$ cat config.mk
export PLATFORM = sky130hd
export DESIGN_NAME = window_allocator_flat
export DESIGN_NICKNAME = d
export VERILOG_FILES = /design/src/rtl/window_allocator_pkg.sv /design/src/rtl/window_allocator_if.sv /design/src/rtl/alloc_fifo.sv /design/src/rtl/window_allocator.sv /design/src/flat_wrapper.sv
export SDC_FILE = /design/constraint.sdc
export NUM_CORES = 1
export LEC_CHECK = 0
export ABC_AREA = 1
export BUFFER_PORTS_ARGS = -buffer_cell sky130_fd_sc_hd__clkbuf_2
export CORE_AREA = 2 2 149 151
export DETAILED_ROUTE_END_ITERATION = 8
export DIE_AREA = 0 0 151 153
export GPL_TIMING_DRIVEN = 0
export PLACE_DENSITY = 0.73
export SLEW_MARGIN = 40
export SYNTH_ARGS = -nofsm -noshare
export SYNTH_HDL_FRONTEND = slang
export SYNTH_SLANG_ARGS = --single-unit
$ cat constraint.sdc
create_clock -name clk -period 4.74 [get_ports clk]
set_input_delay 0.474 -clock clk [delete_from_list [all_inputs] [get_ports clk]]
set_output_delay 0.474 -clock clk [all_outputs]
set_load 0.01 [all_outputs]
$ cat src/rtl/window_allocator_pkg.sv
// Shared widths, FSM encoding and payload tag for the window allocator slot.
package window_allocator_pkg;

  localparam int unsigned COORD_W = 8;
  localparam int unsigned DIFF_W  = COORD_W + 1;
  localparam int unsigned HALF_W  = 2;
  localparam int unsigned DEPTH_W = 9;
  localparam int unsigned OFF_W   = 3;
  // 49 * 511 = 25039 needs 15 bits
  localparam int unsigned CNT_W   = 15;

  typedef enum logic [1:0] {
    S_IDLE    = 2'd0,
    S_COLLECT = 2'd1,
    S_DRAIN   = 2'd2
  } state_e;

  typedef struct packed {
    logic [OFF_W-1:0] dx;
    logic [OFF_W-1:0] dy;
    logic             last;
  } win_tag_t;

  // Words in a (2h+1)x(2h+1)xdepth window
  function automatic logic [CNT_W-1:0] window_total(input logic [HALF_W-1:0]  h,
                                                    input logic [DEPTH_W-1:0] depth);
    logic [OFF_W-1:0] side;
    logic [5:0]       area;
    side = {h, 1'b1};
    area = 6'(side) * 6'(side);
    return CNT_W'(area) * CNT_W'(depth);
  endfunction

endpackage

$ cat src/rtl/window_allocator_if.sv
// Positioner, issue-bus snoop and output-stream signals of one allocator slot.
interface window_allocator_if #(parameter int unsigned DATA_W = 8);
  import window_allocator_pkg::*;

  logic [HALF_W-1:0]  cfg_halfsize;
  logic [DEPTH_W-1:0] cfg_depth;
  logic [COORD_W-1:0] pos_x;
  logic [COORD_W-1:0] pos_y;
  logic               pos_select;
  logic [COORD_W-1:0] issue_x;
  logic [COORD_W-1:0] issue_y;
  logic [DATA_W-1:0]  issue_data;
  logic               issue_en;
  logic               issue_block;
  logic [DATA_W-1:0]  out_data;
  logic [OFF_W-1:0]   out_dx;
  logic [OFF_W-1:0]   out_dy;
  logic               out_last;
  logic               out_valid;
  logic               out_ready;
  logic               busy;
  logic               done;
  logic               err;

  modport master (
    output cfg_halfsize, cfg_depth, pos_x, pos_y, pos_select,
    output issue_x, issue_y, issue_data, issue_en, out_ready,
    input  issue_block, out_data, out_dx, out_dy, out_last, out_valid,
    input  busy, done, err
  );

  modport slave (
    input  cfg_halfsize, cfg_depth, pos_x, pos_y, pos_select,
    input  issue_x, issue_y, issue_data, issue_en, out_ready,
    output issue_block, out_data, out_dx, out_dy, out_last, out_valid,
    output busy, done, err
  );

endinterface

$ cat src/rtl/alloc_fifo.sv
// Show-ahead synchronous FIFO; a push into a full FIFO is dropped unless a pop frees a slot.
module alloc_fifo #(
  parameter int unsigned WIDTH = 15,
  parameter int unsigned DEPTH = 8
) (
  input  logic                       clk,
  input  logic                       rst_n,
  input  logic                       push,
  input  logic                       pop,
  input  logic [WIDTH-1:0]           din,
  output logic [WIDTH-1:0]           dout,
  output logic                       empty,
  output logic                       full,
  output logic [$clog2(DEPTH):0]     count
);

  localparam int unsigned AW = $clog2(DEPTH);
  localparam int unsigned CW = AW + 1;

  logic [WIDTH-1:0] mem [DEPTH];
  logic [AW-1:0]    rd_ptr;
  logic [AW-1:0]    wr_ptr;
  logic             do_pop;
  logic             do_push;

  assign empty   = (count == '0);
  assign full    = (count == CW'(DEPTH));
  assign do_pop  = pop && !empty;
  assign do_push = push && (!full || do_pop);
  assign dout    = mem[rd_ptr];

  always_ff @(posedge clk or negedge rst_n) begin
    if (!rst_n) begin
      for (int i = 0; i < int'(DEPTH); i++) mem[i] <= '0;
      rd_ptr <= '0;
      wr_ptr <= '0;
      count  <= '0;
    end else begin
      if (do_push) begin
        mem[wr_ptr] <= din;
        wr_ptr      <= wr_ptr + AW'(1);
      end
      if (do_pop) rd_ptr <= rd_ptr + AW'(1);
      count <= count + CW'(do_push) - CW'(do_pop);
    end
  end

endmodule

$ cat src/rtl/window_allocator.sv
// One allocator slot: arms on pos_select, keeps issue-bus words inside its window,
// buffers them and streams them out with window-relative offsets.
module window_allocator
  import window_allocator_pkg::*;
#(
  parameter int unsigned DATA_W     = 8,
  parameter int unsigned FIFO_DEPTH = 8
) (
  input  logic                clk,
  input  logic                rst_n,
  window_allocator_if.slave   bus
);

  localparam int unsigned TAG_W   = $bits(win_tag_t);
  localparam int unsigned ENTRY_W = DATA_W + TAG_W;
  localparam int unsigned CW      = $clog2(FIFO_DEPTH) + 1;

  state_e             state;
  state_e             state_next;
  logic [COORD_W-1:0] px_q;
  logic [COORD_W-1:0] py_q;
  logic [HALF_W-1:0]  h_q;
  logic [CNT_W-1:0]   total_q;
  logic [CNT_W-1:0]   acc_q;
  logic               done_q;
  logic               busy_q;
  logic               block_q;
  logic               err_q;

  logic [DIFF_W-1:0]  dx_c;
  logic [DIFF_W-1:0]  dy_c;
  logic [OFF_W-1:0]   span_c;
  logic               keep_c;
  logic               last_c;
  logic               arm_c;
  logic               pop_c;
  logic               push_ok_c;
  logic               fin_c;
  logic [CNT_W-1:0]   total_arm_c;
  logic [CW-1:0]      fifo_cnt_next;
  win_tag_t           tag_c;
  win_tag_t           head_tag;

  logic [ENTRY_W-1:0] fifo_dout;
  logic               fifo_empty;
  logic               fifo_full;
  logic [CW-1:0]      fifo_cnt;

  // Window compare: offsets below the window wrap to large 9-bit values and fail the test
  assign span_c = {h_q, 1'b0};
  assign dx_c   = {1'b0, bus.issue_x} - {1'b0, px_q} + DIFF_W'(h_q);
  assign dy_c   = {1'b0, bus.issue_y} - {1'b0, py_q} + DIFF_W'(h_q);
  assign keep_c = (state == S_COLLECT) && bus.issue_en &&
                  (dx_c <= DIFF_W'(span_c)) && (dy_c <= DIFF_W'(span_c));
  assign last_c = ((acc_q + CNT_W'(1)) == total_q);
  assign arm_c  = (state == S_IDLE) && bus.pos_select;
  assign total_arm_c = window_total(bus.cfg_halfsize, bus.cfg_depth);

  assign tag_c = '{dx: dx_c[OFF_W-1:0], dy: dy_c[OFF_W-1:0], last: last_c};

  assign pop_c         = !fifo_empty && bus.out_ready;
  assign push_ok_c     = keep_c && (!fifo_full || pop_c);
  assign fifo_cnt_next = fifo_cnt + CW'(push_ok_c) - CW'(pop_c);

  alloc_fifo #(
    .WIDTH (ENTRY_W),
    .DEPTH (FIFO_DEPTH)
  ) u_fifo (
    .clk   (clk),
    .rst_n (rst_n),
    .push  (keep_c),
    .pop   (pop_c),
    .din   ({bus.issue_data, tag_c}),
    .dout  (fifo_dout),
    .empty (fifo_empty),
    .full  (fifo_full),
    .count (fifo_cnt)
  );

  always_ff @(posedge clk or negedge rst_n) begin
    if (!rst_n) state <= S_IDLE;
    else        state <= state_next;
  end

  // DRAIN ends when the buffer empties, so a dropped last word still closes the window
  always_comb begin
    state_next = state;
    fin_c      = 1'b0;
    case (state)
      S_IDLE: begin
        if (bus.pos_select) state_next = (total_arm_c == '0) ? S_DRAIN : S_COLLECT;
      end
      S_COLLECT: begin
        if (keep_c && last_c) state_next = S_DRAIN;
      end
      S_DRAIN: begin
        if ((fifo_cnt == '0) || (pop_c && (fifo_cnt == CW'(1)))) begin
          state_next = S_IDLE;
          fin_c      = 1'b1;
        end
      end
      default: state_next = S_IDLE;
    endcase
  end

  always_ff @(posedge clk or negedge rst_n) begin
    if (!rst_n) begin
      px_q    <= '0;
      py_q    <= '0;
      h_q     <= '0;
      total_q <= '0;
      acc_q   <= '0;
      done_q  <= 1'b0;
      busy_q  <= 1'b0;
      block_q <= 1'b0;
      err_q   <= 1'b0;
    end else begin
      if (arm_c) begin
        px_q    <= bus.pos_x;
        py_q    <= bus.pos_y;
        h_q     <= bus.cfg_halfsize;
        total_q <= total_arm_c;
        acc_q   <= '0;
      end else if (keep_c) begin
        acc_q <= acc_q + CNT_W'(1);
      end
      if ((bus.pos_select && (state != S_IDLE)) || (keep_c && fifo_full && !pop_c))
        err_q <= 1'b1;
      done_q  <= fin_c;
      busy_q  <= (state_next != S_IDLE);
      // Two entries of headroom absorb Issue's one-cycle reaction
      block_q <= (state_next == S_COLLECT) && (fifo_cnt_next >= CW'(FIFO_DEPTH - 2));
    end
  end

  assign head_tag        = win_tag_t'(fifo_dout[TAG_W-1:0]);
  assign bus.out_data    = fifo_dout[ENTRY_W-1:TAG_W];
  assign bus.out_dx      = head_tag.dx;
  assign bus.out_dy      = head_tag.dy;
  assign bus.out_last    = head_tag.last;
  assign bus.out_valid   = !fifo_empty;
  assign bus.issue_block = block_q;
  assign bus.busy        = busy_q;
  assign bus.done        = done_q;
  assign bus.err         = err_q;

endmodule
$ cat src/flat_wrapper.sv
// flat-port wrapper written by rule: the top's interface ports become plain ports
module window_allocator_flat import window_allocator_pkg::*;
#(
  parameter int unsigned DATA_W     = 8,
  parameter int unsigned FIFO_DEPTH = 8
)
  (clk, rst_n, bus_cfg_halfsize, bus_cfg_depth, bus_pos_x, bus_pos_y, bus_pos_select, bus_issue_x, bus_issue_y, bus_issue_data, bus_issue_en, bus_out_ready, bus_issue_block, bus_out_data, bus_out_dx, bus_out_dy, bus_out_last, bus_out_valid, bus_busy, bus_done, bus_err);
  window_allocator_if #(.DATA_W(DATA_W)) bus_i ();
  input  logic clk;
  input  logic rst_n;
  input wire logic [$bits(bus_i.cfg_halfsize)-1:0] bus_cfg_halfsize;
  input wire logic [$bits(bus_i.cfg_depth)-1:0] bus_cfg_depth;
  input wire logic [$bits(bus_i.pos_x)-1:0] bus_pos_x;
  input wire logic [$bits(bus_i.pos_y)-1:0] bus_pos_y;
  input wire logic [$bits(bus_i.pos_select)-1:0] bus_pos_select;
  input wire logic [$bits(bus_i.issue_x)-1:0] bus_issue_x;
  input wire logic [$bits(bus_i.issue_y)-1:0] bus_issue_y;
  input wire logic [$bits(bus_i.issue_data)-1:0] bus_issue_data;
  input wire logic [$bits(bus_i.issue_en)-1:0] bus_issue_en;
  input wire logic [$bits(bus_i.out_ready)-1:0] bus_out_ready;
  output wire logic [$bits(bus_i.issue_block)-1:0] bus_issue_block;
  output wire logic [$bits(bus_i.out_data)-1:0] bus_out_data;
  output wire logic [$bits(bus_i.out_dx)-1:0] bus_out_dx;
  output wire logic [$bits(bus_i.out_dy)-1:0] bus_out_dy;
  output wire logic [$bits(bus_i.out_last)-1:0] bus_out_last;
  output wire logic [$bits(bus_i.out_valid)-1:0] bus_out_valid;
  output wire logic [$bits(bus_i.busy)-1:0] bus_busy;
  output wire logic [$bits(bus_i.done)-1:0] bus_done;
  output wire logic [$bits(bus_i.err)-1:0] bus_err;
  assign bus_i.cfg_halfsize = bus_cfg_halfsize;
  assign bus_i.cfg_depth = bus_cfg_depth;
  assign bus_i.pos_x = bus_pos_x;
  assign bus_i.pos_y = bus_pos_y;
  assign bus_i.pos_select = bus_pos_select;
  assign bus_i.issue_x = bus_issue_x;
  assign bus_i.issue_y = bus_issue_y;
  assign bus_i.issue_data = bus_issue_data;
  assign bus_i.issue_en = bus_issue_en;
  assign bus_i.out_ready = bus_out_ready;
  assign bus_issue_block = bus_i.issue_block;
  assign bus_out_data = bus_i.out_data;
  assign bus_out_dx = bus_i.out_dx;
  assign bus_out_dy = bus_i.out_dy;
  assign bus_out_last = bus_i.out_last;
  assign bus_out_valid = bus_i.out_valid;
  assign bus_busy = bus_i.busy;
  assign bus_done = bus_i.done;
  assign bus_err = bus_i.err;
  window_allocator #(.DATA_W(DATA_W), .FIFO_DEPTH(FIFO_DEPTH)) u_core (.clk(clk), .rst_n(rst_n), .bus(bus_i));
endmodule
==> results of run 1 <==
power groups by stage:
stage	Sequential [mW]	Clock [mW]	Combinational, mW
after global placement	1.86	0	3.41
after global routing	1.86	1.49	4.05
after CTS	1.84	1.42	3.54
final	1.84	1.40	3.60
after floorplan	1.84	0	2.50
after detailed placement	1.87	0	3.49
metrics by stage:
| step | setup TNS, ps | hold slack [ps] | instance area (um2) | total power [mW] |
|---|---|---|---|---|
| 6_report | 0 | 225 | 13100 | 6.84 |
| 5_1_grt | -15.8 | 236 | 13100 | 7.41 |
| 4_1_cts | 0 | 213 | 13100 | 6.80 |
| 3_5_place_dp | -1500 | 384 | 12400 | 5.36 |
| 3_3_place_gp | -53340 | 461 | 12400 | 5.27 |
| 2_1_floorplan | 0 | 178 | 11600 | 4.33 |
registers in the layout, summed over array words and instances (netlist names), 3 cells and up:
name	count
u_core.u_fifo.rd_ptr	3
u_core.acc_q	15
u_core.total_q	15
u_core.u_fifo.mem	120
u_core.u_fifo.count	4
u_core.u_fifo.wr_ptr	3
u_core.px_q	8
u_core.py_q	8
critical path, cell delays in order (launching register included):
cell and delay (ps):
dfrtp_1 370, inv_4 80, fa_1 500, inv_1 70, fa_2 570, inv_2 90, ha_1 290, nand3_1 70
nand2_1 80, nand2_1 60, nor2_2 130, nand3_2 120, nor2_4 110, nand3_1 90, nor2_2 90, nand2_2 90
nor2_4 140, inv_1 50, ha_1 280, inv_1 80, ha_2 180, inv_1 50, fa_2 340, xor2_1 160
nor2_1 150, nor2_1 70, a21oi_1 110
layer usage:
| layer | track usage (%) | vias to the layer above |
|---|---|---|
| met5 | 0 | - |
| met4 | 12.3 | 0 |
| met3 | 3.52 | 80 |
| met2 | 47.8 | 271 |
| met1 | 33.5 | 4881 |
| li1 | - | 5080 |
worst min path at each step:
stage,startpoint,end,slack (ps),depth (start not counted)
final,bus_pos_x[0],u_core.px_q[0]$_DFFE_PN0P_,220,3
after floorplan,rst_n,u_core.acc_q[0]$_DFFE_PN0P_,180,0
after detailed placement,rst_n,u_core.u_fifo.mem[13]$_DFFE_PN0P_,380,1
after global routing,bus_pos_x[0],u_core.px_q[0]$_DFFE_PN0P_,240,3
after CTS,bus_pos_y[1],u_core.py_q[1]$_DFFE_PN0P_,210,3
after global placement,u_core.u_fifo.mem[104]$_DFFE_PN0P_,u_core.u_fifo.mem[104]$_DFFE_PN0P_,460,2
kinds of logic (layout without fill, tap and decap cells):
family / Yosys count / after routing
AOI/OAI and AO/OA: 275 / 275
buffers and inverters: 254 / 366
and+or+nand+nor: 679 / 679
DFF: 184 / 184
xor gates and xnor gates: 19 / 19
adders and majority gates: 100 / 100
layout by cell type (no fill, tap or decap), types with 3 or more instances in the layout:
cell type and count:
nand2_1 369, inv_1 183, dfrtp_1 183, o21ai_0 174, nor2_1 168, clkbuf_2 77
ha_1 72, nand3_1 64, clkbuf_1 36, o21ai_1 32, nand4_1 30, fa_1 23
o22ai_1 22, a31oi_1 19, clkbuf_16 17, a21oi_1 14, xor2_1 12, nand2_2 11
nor2_2 10, nand3b_1 10, inv_2 9, buf_2 8, buf_6 8, o21ai_2 6
nor2_4 5, nor3_1 4, nand4_2 4, fa_2 4, inv_6 4, xnor2_1 3
clkinv_1 3, clkinv_8 3, clkinvlp_4 3, inv_8 3, buf_16 3
what timing repair did:
action	4_1_cts	5_1_grt
gates resized for setup	5	14
endpoints found under the setup margin	3	6
setup buffers	1	1
endpoints found under the hold margin	26	0
hold buffers	1	0
pin swaps	1	2
area by class of cell:
type,count,area share (%)
repair buffers,81,3.75
inverters,196,5.63
clock buffers,17,3.24
flip-flops and latches,184,35.1
well taps,280,2.67
plain buffers,57,2.36
clock inverters,15,1.20
multi-input cells,1073,46.1
==> results.rst, run 1 <==
.. list-table::
   :header-rows: 1

   * - Metric
     - Value
   * - Clock tree skew after final layout
     - ~13 ps
   * - Count of filler cells inserted in the layout
     - approximately 1900
   * - Setup violators final
     - 0
   * - Final worst-path cycle share
     - between 90% and 100%
   * - Full die area
     - 23100 um2
   * - Overall die height
     - 153 um
   * - Synthesis-to-layout area growth
     - 12.8%
   * - Count of non-filler cells in the finished layout
     - approximately 1900
   * - Pin count of the biggest net entering global routing
     - between 50 and 60
   * - Element type at the critical path start
     - flop
   * - Most frequently used flop master after synthesis
     - dfrtp_1
   * - Met1 Wirelength
     - 12600 um
   * - Instance count of the mapped netlist
     - ~1500
   * - CTS tree
     - built
   * - Synthesis-stage register bit count
     - 184
   * - Pre-CTS setup slack
     - -377 ps
   * - Routability-driven placement congestion ratio
     - ~0.87
   * - Metal3 WL
     - 1190 um
   * - Antenna cell count
     - 0
   * - Data arrival time at the worst-slack endpoint
     - 4890 ps
   * - Async S/R FF share, synth
     - 100%
   * - Via count of the first global-routing pass
     - slightly above 10000
   * - Proportion of layout cells with a drive suffix above 1
     - around an eighth
   * - Number of cells in the design after placement
     - roughly 1900
   * - Number of DRC violations after detailed-routing iteration 0
     - 777
   * - Dominant combinational cell family by area after synthesis
     - simple AND/OR/NAND/NOR gates
   * - Total vias in the final route
     - slightly above 10000
   * - Post-detailed-placement half-perimeter wirelength
     - about 22000 um
   * - Final ANT Viol Nets
     - 0
   * - First-pass GRT wire length
     - ~50000 um
   * - Source of the critical timing path
     - u_core.h_q[1]$_DFFE_PN0P_
   * - Core utilization of the finished layout
     - 61.1%
   * - Share of the yosys chip area belonging to registers
     - 39.6%
   * - Met2 WL
     - ~15000 um
   * - Slew at the pin closest to its max-slew limit
     - ~640 ps
   * - Time the final worst path needs with I/O delays and setup
     - roughly 4500 ps
   * - Detailed-route vias per instance
     - roughly 5.4
   * - Worst supply voltage drop on vdd
     - about 0.24 mV
   * - Power density over the cells
     - around 520 nW/um2
   * - Number of synthesis warnings
     - 0
   * - Max-slew violation count
     - 0
   * - Clk sink count
     - approximately 180
   * - Outcome
     - finished clean
   * - Number of nets in the finished design
     - about 1800
   * - Number of distinct library cell variants in the gate-level netlist after synthesis
     - 38
   * - End point of the critical path
     - u_core.bus.issue_block$_DFF_PN0_
   * - Compound-gate portion of the synthesized area
     - roughly 13%
   * - Cell at the root of the clock tree
     - clkbuf_16
   * - Highest metal layer with signal wires
     - met4
   * - Total GRT Usage
     - between 20% and 30%
   * - Cell type with the largest total area after synthesis
     - dfrtp_1
   * - Required time of the critical path
     - slightly above 5000 ps
   * - Clock latency at the later pin of the worst-skew pair
     - between 400 and 500 ps
   * - # port buffers
     - between 70 and 80
   * - Die X-Extent
     - 151 um
   * - Worst relative slew slack
     - about 57%
   * - Setup repair after global routing missed its margin
     - true
   * - Mux share of post-synthesis cell area
     - 0%
   * - Post-Route WL
     - about 30000 um
   * - Highest fanout seen on the critical path
     - 9
   * - Final WS setup
     - ~220 ps
   * - Sequential cell area
     - between 4000 and 5000 um2
   * - Io pins
     - 76
   * - Switching pwr
     - around 3.2 mW
   * - Register-to-register setup slack
     - between 200 and 250 ps
   * - Total congestion overflow after global routing
     - 0
   * - Multi-input logic area
     - 6040 um2
   * - Comb pwr share
     - between 50% and 60%
   * - Bufs on Longest Clock Path
     - 2
   * - Initial antenna violation count
     - 0
   * - CTS Buf Count
     - 17
   * - Hold Path Class
     - in2reg
   * - Number of hold violations in the final report
     - 0
   * - Count leader, synth
     - nand2_1
   * - Critical register-to-register path startpoint
     - u_core.h_q[1]$_DFFE_PN0P_
   * - Worst-path clk slew
     - 80 ps
   * - Internal power summed over all cells
     - ~3.7 mW
   * - DRC violations left
     - 0
   * - Simple-gate portion of the synthesized area
     - between 20 and 25%
   * - Total number of placement rows
     - between 50 and 60
   * - CP Class
     - reg2reg
   * - Adder-cell share of the synthesized area
     - 12.5%
   * - Number of nets in the synthesized netlist
     - ~1700
   * - Cell area after technology mapping
     - about 12000 um2
   * - H-tree depth reported by CTS
     - 4
   * - Core area
     - around 21000 um2
   * - Cell leakage power
     - about 6.6 nW
   * - Number of max-capacitance violations reported
     - 0
   * - Most common library cells after synthesis
     - nand2_1 (370), inv_1 (185), dfrtp_1 (184)
   * - Cell types with the largest area share after synthesis
     - dfrtp_1 (40%), nand2_1 (12%), ha_1 (7.9%)
   * - Area share of the largest cell type after synthesis
     - around two fifths
   * - Type of element capturing the critical path
     - flop
   * - Maximum clock frequency
     - 0.221 GHz
   * - Average size of a mapped cell
     - 7.70 um2
   * - Xor-xnor portion of the synthesized cell area
     - around 1.5%
   * - Sequential cell fraction of total power
     - a little over a quarter
   * - Avg WL per Cell
     - between 15 and 20 um
   * - Reg-to-Reg End
     - u_core.bus.issue_block$_DFF_PN0_
   * - Count of cells along the worst register-to-register path
     - 26
   * - Post-synth EDFFs
     - 0
   * - Initial core utilization
     - between 50% and 60%
   * - Power share of the clock group
     - 20.5%
   * - Router iterations before antenna repair
     - 5
   * - Proportion of total power due to net switching
     - between 40% and 50%
Note: power is estimated with default switching activity, not from simulation.
==> run 2: changes to the inputs <==
--- a/config.mk
+++ b/config.mk
@@ -7,11 +7,11 @@
 export LEC_CHECK = 0
 export ABC_AREA = 1
 export BUFFER_PORTS_ARGS = -buffer_cell sky130_fd_sc_hd__clkbuf_2
-export CORE_AREA = 2 2 149 151
+export CORE_AREA = 2 2 150 152
 export DETAILED_ROUTE_END_ITERATION = 8
-export DIE_AREA = 0 0 151 153
+export DIE_AREA = 0 0 152 154
 export GPL_TIMING_DRIVEN = 0
-export PLACE_DENSITY = 0.73
+export PLACE_DENSITY = 0.72
 export SLEW_MARGIN = 40
 export SYNTH_ARGS = -nofsm -noshare
 export SYNTH_HDL_FRONTEND = slang
==> run 2 against run 1 <==
Register-to-register slack gained 80 ps. Routed wire length grew 0.12%. Core utilization shrank 0.44 points. Flip-flop and latch count is the same. Critical path type unchanged. Global-route usage shrank 0.94 points. Setup slack gained 80 ps. Clock power grew 5%. Critical path depth grew 1. Clock-buffer cell count is the same. Critical endpoint unchanged. Via count grew 0.63%. First-iteration DRC count shrank 10%. Worst hold slack lost 200 ps.
==> results.rst, run 2 (same netlist as run 1, synthesis figures left out) <==
.. list-table::
   :header-rows: 1

   * - Metric
     - Value
   * - Synthesis-to-layout area growth
     - 13.1% (was 12.8%)
   * - Number of cells in the design after placement
     - 1868 (was 1869)
   * - Routability-driven placement congestion ratio
     - 0.879 (was 0.874)
   * - Type of element capturing the critical path
     - flop (unchanged)
   * - Worst-path clk slew
     - 80 ps (about the same)
   * - Cell at the root of the clock tree
     - clkbuf_16 (unchanged)
   * - Count of non-filler cells in the finished layout
     - 1904 (was 1903)
   * - Cell leakage power
     - 6.65 nW (was 6.63 nW)
   * - Most common cell after layout, fill and taps aside
     - nand2_1 (unchanged)
   * - Via count of the first global-routing pass
     - 10346 (was 10336)
   * - # port buffers
     - 75 (unchanged)
   * - CTS Buf Count
     - 17 (unchanged)
   * - Max-slew violation count
     - 0 (unchanged)
   * - Max reg flops
     - 120 (unchanged)
   * - Core area
     - 21700 um2 (was 21500 um2)
   * - Commonest cells after routing, fill and taps aside
     - nand2_1 (369), dfrtp_1 (184), inv_1 (182) (was nand2_1 (369), inv_1 (183), dfrtp_1 (183))
   * - Total GRT Usage
     - 26.4% (was 27.3%)
   * - Element type at the critical path start
     - flop (unchanged)
   * - Outcome
     - finished clean (unchanged)
   * - Number of max-capacitance violations reported
     - 0 (unchanged)
   * - Final ANT Viol Nets
     - 0 (unchanged)
   * - Die X-Extent
     - 152 um (was 151 um)
   * - Worst supply voltage drop on vdd
     - 0.262 mV (was 0.236 mV)
   * - Initial antenna violation count
     - 0 (unchanged)
   * - Detailed-route vias per instance
     - 5.45 (was 5.42)
   * - Register with the highest flop count
     - u_core.u_fifo.mem (unchanged)
   * - Data arrival time at the worst-slack endpoint
     - 4810 ps (was 4890 ps)
   * - Overall die height
     - 154 um (was 153 um)
   * - Setup violators final
     - 0 (unchanged)
   * - Post-Route WL
     - 30100 um (was 30000 um)
   * - First-pass GRT wire length
     - 50000 um (was 49800 um)
   * - Total vias in the final route
     - 10377 (was 10312)
   * - Io pins
     - 76 (unchanged)
   * - Time the final worst path needs with I/O delays and setup
     - 4440 ps (was 4520 ps)
   * - DRC violations left
     - 0 (unchanged)
   * - Number of DRC violations after detailed-routing iteration 0
     - 697 (was 777)
   * - Slew at the pin closest to its max-slew limit
     - 658 ps (was 643 ps)
   * - Full die area
     - 23400 um2 (was 23100 um2)
   * - Antenna cell count
     - 0 (unchanged)
   * - Overall power
     - 6.92 mW (was 6.84 mW)
   * - Total number of placement rows
     - 54 (unchanged)
   * - Maximum clock frequency
     - 0.225 GHz (was 0.221 GHz)
   * - CP Class
     - reg2reg (unchanged)
   * - Required time of the critical path
     - 5110 ps (about the same)
   * - Router iterations before antenna repair
     - 5 (unchanged)
   * - Avg WL per Cell
     - 15.8 um (about the same)
   * - Top Registers
     - u_core.u_fifo.mem: 120 flops, u_core.acc_q: 15 flops, u_core.total_q: 15 flops (unchanged)
   * - Fin Setup TNS
     - 0 ps (unchanged)
   * - Post-detailed-placement half-perimeter wirelength
     - 22200 um (was 22400 um)
   * - Initial core utilization
     - 53.6% (was 54.1%)
   * - Bufs on Longest Clock Path
     - 2 (unchanged)
   * - Clock latency at the later pin of the worst-skew pair
     - 440 ps (was 450 ps)
   * - Pin count of the biggest net entering global routing
     - 64 (was 58)
   * - Clk sink count
     - 184 (unchanged)
   * - H-tree depth reported by CTS
     - 4 (unchanged)
   * - Power density over the cells
     - 526 nW/um2 (was 521 nW/um2)
   * - Total congestion overflow after global routing
     - 0 (unchanged)
   * - Hold Path Class
     - in2async (was in2reg)
   * - Number of hold violations in the final report
     - 0 (unchanged)
   * - Number of nets in the finished design
     - 1767 (was 1766)
   * - Final worst-path cycle share
     - 93.7% (was 95.4%)
   * - Clock tree skew after final layout
     - 13.0 ps (was 12.8 ps)
   * - Worst relative slew slack
     - 56.1% (was 57.1%)
   * - Proportion of layout cells with a drive suffix above 1
     - 11.9% (was 12.0%)
   * - Highest fanout seen on the critical path
     - 9 (unchanged)
   * - CTS tree
     - built (unchanged)
-- run 2: final cells by class --
type	count	area (um2)
Buffer	57	310
Fill cell	2003	8540
Clock buffer	17	425
Multi-Input combinational cell	1073	6040
Timing Repair Buffer	82	477
Sequential cell	184	4600
Clock inverter	15	206
Tap cell	280	350
Inverter	196	738
-- run 2: per-layer routing --
| layer | global-route usage [%] | wire, um |
|---|---|---|
| met1 | 33.6 | 12700 |
| met2 | 46.3 | 15000 |
| met3 | 2.90 | 1370 |
| met4 | 10.5 | 935 |
| met5 | 0 | 0 |
-- run 2: power breakdown --
part,internal (mW),switching [mW],total [mW]
Sequential,1.73,0.115,1.84
Clock,0.726,0.746,1.47
Combinational,1.25,2.35,3.60
Total,3.71,3.21,6.92
-- run 2: metrics by stage --
step	setup WS (ps)	util, %	hold slack [ps]	area (um2)
6_report	297	60.6	27.3	13200
5_1_grt	-8.09	60.6	59.6	13200
4_1_cts	2.93	60.2	37.7	13100
3_5_place_dp	-435	57.3	461	12400
3_3_place_gp	-449	57.0	459	12400
2_1_floorplan	395	-	178	11600
-- run 2: repair_timing --
item / in CTS / in global routing
endpoints found under the hold margin: 0 / 0
setup endpoints to repair: 3 / 7
gates resized for setup: 2 / 15
pin swaps: 1 / 7
hold buffers: 0 / 0
setup buffers: 1 / 4
-- run 2: critical path, cell delays in order, from the launching register on --
cell	delay (ps)
dfrtp_1	380
inv_1	90
ha_1	280
inv_1	40
ha_1	210
fa_2	570
inv_4	80
ha_1	280
nand3_1	70
nand2_1	80
nand2_1	70
nor2_2	150
nand3_2	110
nor2_4	100
nand3_1	80
nor2_1	160
nand2_2	120
nor2_4	120
inv_1	60
ha_1	270
inv_1	80
ha_1	160
inv_1	50
fa_1	370
xor2_1	150
nor2_1	90
nor2_1	60
a21oi_2	110
-- run 2: worst paths after layout --
| check | from | endpoint | slack (ps) | depth (start not counted) |
|---|---|---|---|---|
| max | u_core.h_q[0]$_DFFE_PN0P_ | u_core.bus.issue_block$_DFF_PN0_ | 300 | 27 |
| min in group clk | bus_pos_y[5] | u_core.py_q[5]$_DFFE_PN0P_ | 240 | 3 |
| min | rst_n | u_core.py_q[4]$_DFFE_PN0P_ | 30 | 1 |
| max reg2reg | u_core.h_q[0]$_DFFE_PN0P_ | u_core.bus.issue_block$_DFF_PN0_ | 300 | 27 |
| min reg2reg | u_core.u_fifo.mem[90]$_DFFE_PN0P_ | u_core.u_fifo.mem[90]$_DFFE_PN0P_ | 480 | 2 |
| max in group asynchronous | rst_n | u_core.u_fifo.mem[83]$_DFFE_PN0P_ | 3980 | 2 |
